===== src/rtl/flow_pkg.sv =====
// flow_pkg: shared widths and helpers for the flow_* valid/ready pipeline blocks.
package flow_pkg;

  localparam int DWIDTH_8  = 8;
  localparam int DWIDTH_16 = 16;

  // Width of an occupancy counter that must represent 0..depth inclusive.
  function automatic int level_width(input int depth);
    return $clog2(depth + 1);
  endfunction

endpackage


===== src/rtl/flow_fifo_mem.sv =====
// flow_fifo_mem: DWIDTH x DEPTH register array, one write port, one
// asynchronous read port. Contents are deliberately not reset.
module flow_fifo_mem
  import flow_pkg::*;
#(
  parameter int DWIDTH = DWIDTH_16,
  parameter int DEPTH  = 4,
  parameter int AW     = $clog2(DEPTH)
) (
  input  logic              clk,
  input  logic              wr_en,
  input  logic [AW-1:0]     wr_addr,
  input  logic [DWIDTH-1:0] wr_data,
  input  logic [AW-1:0]     rd_addr,
  output logic [DWIDTH-1:0] rd_data
);

  logic [DWIDTH-1:0] storage [DEPTH];

  // Write the addressed entry on an accepted, non-bypassed word.
  always_ff @(posedge clk) begin
    if (wr_en) begin
      storage[wr_addr] <= wr_data;
    end
  end

  assign rd_data = storage[rd_addr];

endmodule


===== src/rtl/flow_fifo.sv =====
// flow_fifo: valid/ready FIFO between flow_8to16 and flow_16to8.
// Optional macro FLOW_FIFO_BYPASS_EN adds a zero-latency path from src to
// dst while the FIFO is empty; without it there is no src-to-dst
// combinational path and a word appears the cycle after it is pushed.
module flow_fifo
  import flow_pkg::*;
#(
  parameter int DWIDTH = DWIDTH_16,
  parameter int DEPTH  = 4
) (
  input  logic                          clk,
  input  logic                          rst_n,
  input  logic                          cfg_en,
  input  logic                          src_val,
  output logic                          src_rdy,
  input  logic [DWIDTH-1:0]             src_data,
  output logic                          dst_val,
  input  logic                          dst_rdy,
  output logic [DWIDTH-1:0]             dst_data,
  output logic [level_width(DEPTH)-1:0] level
);

  localparam int AW = $clog2(DEPTH);
  localparam int LW = level_width(DEPTH);
  localparam logic [LW-1:0] FULL_LEVEL = LW'(DEPTH);

  logic [AW-1:0]     rd_ptr;
  logic [AW-1:0]     wr_ptr;
  logic              active;
  logic              empty;
  logic              full;
  logic              push;
  logic              pop_mem;
  logic              wr_en;
  logic              bypass_take;
  logic [DWIDTH-1:0] mem_rd_data;

  // Outputs are held inactive while disabled or while reset is asserted.
  assign active  = cfg_en & rst_n;
  assign empty   = (level == '0);
  assign full    = (level == FULL_LEVEL);
  assign src_rdy = active & ~full;
  assign push    = src_val & src_rdy;

`ifdef FLOW_FIFO_BYPASS_EN
  assign dst_val     = active & (empty ? src_val : 1'b1);
  assign dst_data    = empty ? src_data : mem_rd_data;
  assign bypass_take = empty & push & dst_rdy;
`else
  assign dst_val     = active & ~empty;
  assign dst_data    = mem_rd_data;
  assign bypass_take = 1'b0;
`endif

  assign pop_mem = active & ~empty & dst_rdy;
  assign wr_en   = push & ~bypass_take;

  flow_fifo_mem #(
    .DWIDTH (DWIDTH),
    .DEPTH  (DEPTH),
    .AW     (AW)
  ) u_mem (
    .clk     (clk),
    .wr_en   (wr_en),
    .wr_addr (wr_ptr),
    .wr_data (src_data),
    .rd_addr (rd_ptr),
    .rd_data (mem_rd_data)
  );

  // Pointer and occupancy update; reset or disable flushes to empty.
  always_ff @(posedge clk) begin
    if (!rst_n || !cfg_en) begin
      rd_ptr <= '0;
      wr_ptr <= '0;
      level  <= '0;
    end else begin
      if (wr_en) begin
        wr_ptr <= wr_ptr + AW'(1);
      end
      if (pop_mem) begin
        rd_ptr <= rd_ptr + AW'(1);
      end
      case ({wr_en, pop_mem})
        2'b10:   level <= level + LW'(1);
        2'b01:   level <= level - LW'(1);
        default: level <= level;
      endcase
    end
  end

endmodule


===== config.mk =====
export PLATFORM = sky130hd
export DESIGN_NAME = flow_fifo
export DESIGN_NICKNAME = d
export VERILOG_FILES = /design/src/rtl/flow_pkg.sv /design/src/rtl/flow_fifo_mem.sv /design/src/rtl/flow_fifo.sv
export SDC_FILE = /design/constraint.sdc
export NUM_CORES = 1
export LEC_CHECK = 0
export CORE_UTILIZATION = 53
export DETAILED_ROUTE_END_ITERATION = 10
export PLACE_DENSITY = 0.78
export REMOVE_ABC_BUFFERS = 1
export SLEW_MARGIN = 40
export SYNTH_ARGS = -nofsm -noshare
export SYNTH_HDL_FRONTEND = slang
export SYNTH_SLANG_ARGS = --single-unit

===== constraint.sdc =====
create_clock -name clk -period 2.73 [get_ports clk]
set_input_delay 0.546 -clock clk [delete_from_list [all_inputs] [get_ports clk]]
set_output_delay 0.546 -clock clk [all_outputs]
set_load 0.05 [all_outputs]

; After elaboration in Yosys (flattened, before gate mapping)
; Memories as Yosys holds them, arrays and structs flattened. A register that Yosys moved wholly into a read port is not among the register bits.
; Index checks and enable logic that the tools add are counted.
[word_totals]
reg_bits = 7
mem_bits_rw = 64
in_bits = 21
output_inout_bits = 21
wordCells = 28
mem_count = 1
[memory_table]
columns = name, words, width, rd, rd_ports_with_merged_regs, wr, line
row1 = u_mem.storage, 4, 16, 1, 1, 1, flow_fifo_mem.sv:18  ; logic [DWIDTH-1:0] storage [DEPTH];
[classes]
n_addsub = 4
eq_ne = 3
muxes = 5
bitwise_logic = 7
n_reduce_logical = 5
[op_table]
columns = operator, n
row1 = $pmux 3 s2, 1
row2 = $and 1x1->1, 5
row3 = $add 2x1->2 const B, 2
row4 = $mux 2, 2
row5 = $add 3x1->3 const B, 1
row6 = $eq 3x3->1 const B, 1
row7 = $logic_not 3->1, 1
row8 = $sub 3x1->3 const B, 1
row9 = $eq 2x1->1 const B, 1
row10 = $eq 2x2->1 const B, 1
row11 = $logic_not 1->1, 2
row12 = $mux 1, 2
row13 = $not 1->1, 2
row14 = $reduce_bool 2->1, 1
row15 = $logic_or 1x1->1, 1

; Logic depth before layout (Yosys ltp)
; Gate-level depths: netlist of the first run.
[depth]
depth_word = 6
depth_mapped = 10
mapped_depth_nobuf = 9

; Cells and area by module
; From an unflattened synthesis of the first run, not the netlist that was laid out.
[unflattened]
cells_unflattened = 132
area_unflattened_um2 = 2738.9
[by_module_without_submodules]
columns = mod, instances, cells_each, area_per_inst_um2, seq_area_each_um2
row1 = flow_fifo_mem, 1, 88, 2377.3, 1921.8
row2 = flow_fifo, 1, 44, 361.6, 140.1

; Least setup slack after synthesis of the first run
; No wires, ideal clock.
[synth_timing]
path_type = register to register
startpoint = reg level[2]
endpoint = reg level[2]
setup_ns = 0.072
arrival_ns = 2.637
required_ns = 2.658
setup_slack_ns = 0.020
path_stages_with_launch = 11
n_path_buf = 1
path_cell_list = dfxtp_1 > or3b_1 > buf_2 > and2_4 > inv_1 > ha_1 > inv_1 > fa_1 > xor2_1 > or3_2 > a21oi_1
[synth_between]
elab_chain_cells = 6
elab_cells_between_ends = 14
[synth_lines]
columns = item, line
row1 = start: declaration, flow_fifo.sv:20  ; output logic [level_width(DEPTH)-1:0] level
row2 = start signal: assignment, flow_fifo.sv:85  ; 2'b10: level <= level + LW'(1);
row3 = start signal: assignment, flow_fifo.sv:86  ; 2'b01: level <= level - LW'(1);
row4 = start signal: assignment, flow_fifo.sv:87  ; default: level <= level;
row5 = $eq 3x3->1 or $logic_not 3->1 (tied branches), "flow_fifo.sv:41, flow_fifo.sv:40"
row6 = $not 1->1 (on tied branches), "flow_fifo.sv:42, flow_fifo.sv:55"
row7 = $and 1x1->1 (on tied branches), "flow_fifo.sv:42, flow_fifo.sv:55"
row8 = $and 1x1->1 (on tied branches), "flow_fifo.sv:43, flow_fifo.sv:55"
row9 = $eq 2x1->1 or $eq 2x2->1 (tied branches), flow_fifo.sv:84  ; case ({wr_en, pop_mem})
row10 = $pmux 3 s2 or $reduce_bool 2->1 (tied branches), --
; Several ways; a longest one is shown, not always the timed one.
; A chain may end at the register's enable or synchronous reset.

; Worst setup path after layout of the first run
; Ends and elaborated chain as after synthesis.

==> results of run 1 <==
## cells by family (layout without fill, tap and decap cells)
family,Yosys count,after routing,synth area share
XOR/XNOR,4,4,0.0125
AND/OR/NAND/NOR,22,22,0.0416
adder cells (fa/ha/maj),6,6,0.0296
multiplexers,16,16,0.129
flip-flops,73,73,0.752
AO/OA/AOI/OAI,7,7,0.0175
buffers and inverters,11,74,0.0175
## where the power goes
part / switching [W] / total [W] / internal [W]
Sequential: 0.00000460 / 0.00123 / 0.00122
Clock: 0.000366 / 0.000877 / 0.000510
Combinational: 0.0000667 / 0.000123 / 0.0000560
Total: 0.000437 / 0.00223 / 0.00179
## through the flow
step           worst slack [ps]  instance area (sq um)  hold slack (ps)  TNS (ps)
5_1_grt                    55.5                   3540              552         0
4_1_cts                     185                   3540              525         0
2_1_floorplan              44.4                   2770              474         0
3_3_place_gp               49.2                   3330              502         0
3_5_place_dp              -49.8                   3330              515     -49.8
6_report                    237                   3540              520         0
## per-layer routing
layer,share of wire,vias up
met5,0,-
met4,0.0032,0
met3,0.047,2
met2,0.53,38
met1,0.42,715
li1,-,664
## placed cells by master (no fill, tap or decap), types with 2 or more instances in the layout
cell,n
clkdlybuf4s50_1,23
nor2_1,8
clkbuf_8,9
inv_1,6
a21oi_1,2
ha_1,5
bufinv_16,2
xor2_1,4
clkinv_1,2
and3_1,5
buf_12,2
dfxtp_1,9
mux4_2,16
nand3_1,3
buf_4,27
edfxtp_1,64
## layout make-up
| class | instances | area [sq um] | area share |
|---|---|---|---|
| clock buffers | 10 | 128 | 0.0361 |
| multi-input cells | 55 | 646 | 0.182 |
| repair buffers | 52 | 473 | 0.134 |
| inverters | 6 | 22.5 | 0.00636 |
| well taps | 70 | 87.6 | 0.0247 |
| flip-flops and latches | 73 | 2100 | 0.594 |
| clock inverters | 6 | 81.3 | 0.0230 |
## worst max-delay path, stage by stage (launching register included)
cell	delay [ps]
dfxtp_1	430
or3b_4	450
and2_4	160
inv_1	50
ha_1	170
inv_1	60
fa_1	370
xor2_1	160
or3_2	410
a21oi_1	160
## registers in the layout (all words and copies together), names as in the netlist, named ones only
register / flops
level: 3
rd_ptr: 2
u_mem.storage: 64
wr_ptr: 2
## path summary, 6_finish.rpt
check	start	to	slack, ps	cells after the start
max	level[2]	level[2]	240	9
max reg2reg	level[2]	level[2]	240	9
min reg2reg	wr_ptr[0]	wr_ptr[0]	520	2
min	wr_ptr[0]	wr_ptr[0]	520	2
==> results.cfg, run 1 <==
[drt]
ant_nets = 0
drc = 0
drt_wl_total_mm = 4.73
vias = 1419
vias_per_cell = 5.22
wl_per_cell_um = 17.4
drtIter0Drc = 134
first_pass_iters = 4

[clock_network]
ctsHtreeMaxLevel = 3
cts_sinks = 73
clk_pin_slew_ps = 70
numCtsBuffers = 9
cts_root_buf = clkbuf_8
clock_path_buffers = 2
cts_hold_buffers = 0
postCtsSetupBuffers = 0
cts_tree = built
clk_latency_ps = 330
cts_resized = 0

[timing]
slew_violations = 0
finalSetupViolCount = 0
fin_crit_ps = 2490
max_freq_ghz = 0.401
clock_skew_ps = 9.46
finalCritPeriodShare = 0.913
slew-limit-headroom = 0.667
hold_viol_final = 0
tightest_slew_ps = 498
rsz0062_at_grt = no

[setup_path]
end_kind = flop
path_max_fanout = 8
crit_arrival_ps = 2750
critPathLaunchType = flop
crit_type = flop to flop
crit_required_ps = 2990

[floorplanning]
die_w_um = 74.6
die_h_um = 74.6
initial_core_util = 0.547
pin_count = 42
core_sq_mm = 0.00511
die-area_sq_mm = 0.00557
rows = 26

[yosys]
ys.flop_type = edfxtp_1
synth_edf_count = 64
netlist_instances = 139
post-synth-top-count-cell = edfxtp_1
synth_cell_types = 25
synth-seq-cells = 73
netlist_area_sq_mm = 0.00279
synth_top_cell_by_area = edfxtp_1
avgSynthCellArea_sq_um = 20.1
synthArstFlopShare = 0
yosys_warnings = 0
synthTopCellsByArea = edfxtp_1 (69%), mux4_2 (13%), dfxtp_1 (6.4%)
synth_top_area_frac = 0.688
ys_seq_area_frac = 0.752
ys_top_cells_by_count = edfxtp_1 (64), mux4_2 (16), dfxtp_1 (9)

[global_route]
use_met2 = 0.327
use_met1 = 0.220
grt_max_degree = 17
grt_pass1_vias = 1464
gr-usage-met3 = 0.0705
grt_pass1_wl_mm = 7.22
grt.overflow.total = 0
top_usage_layer = met2
grtUsageTotal = 0.190
antenna_found_initial = 0

[placement]
dp.final_hpwl_mm = 3.01
gp_congestion = 0.758
dpl.cell_count = 256
portBuffers = 41

[power]
p_total_w = 0.00223
max-vdd-ir-drop_uv = 308
p_leak_nw = 1.20
powerDensity_mw_per_mm2 = 630

[finish]
antennaDiodeCount = 0
drive_gt1_frac = 0.307
stdcell_count = 272
fin_util = 0.693
n_fill_cell = 334
fin_nets = 224
area.growth.synth_to_final_pct = 26.7

[status]
status = finished clean

[job]
maxCapViolCount = 0

[worst_hold_path]
hp-class = flop to flop
Note: power is estimated with default switching activity, not from simulation.
==> run 2: changes to the inputs <==
Settings changed: SLEW_MARGIN 40 to 20.
==> results of run 2 <==
Same layout as run 1: the final DEF is identical, and so are final timing and power.
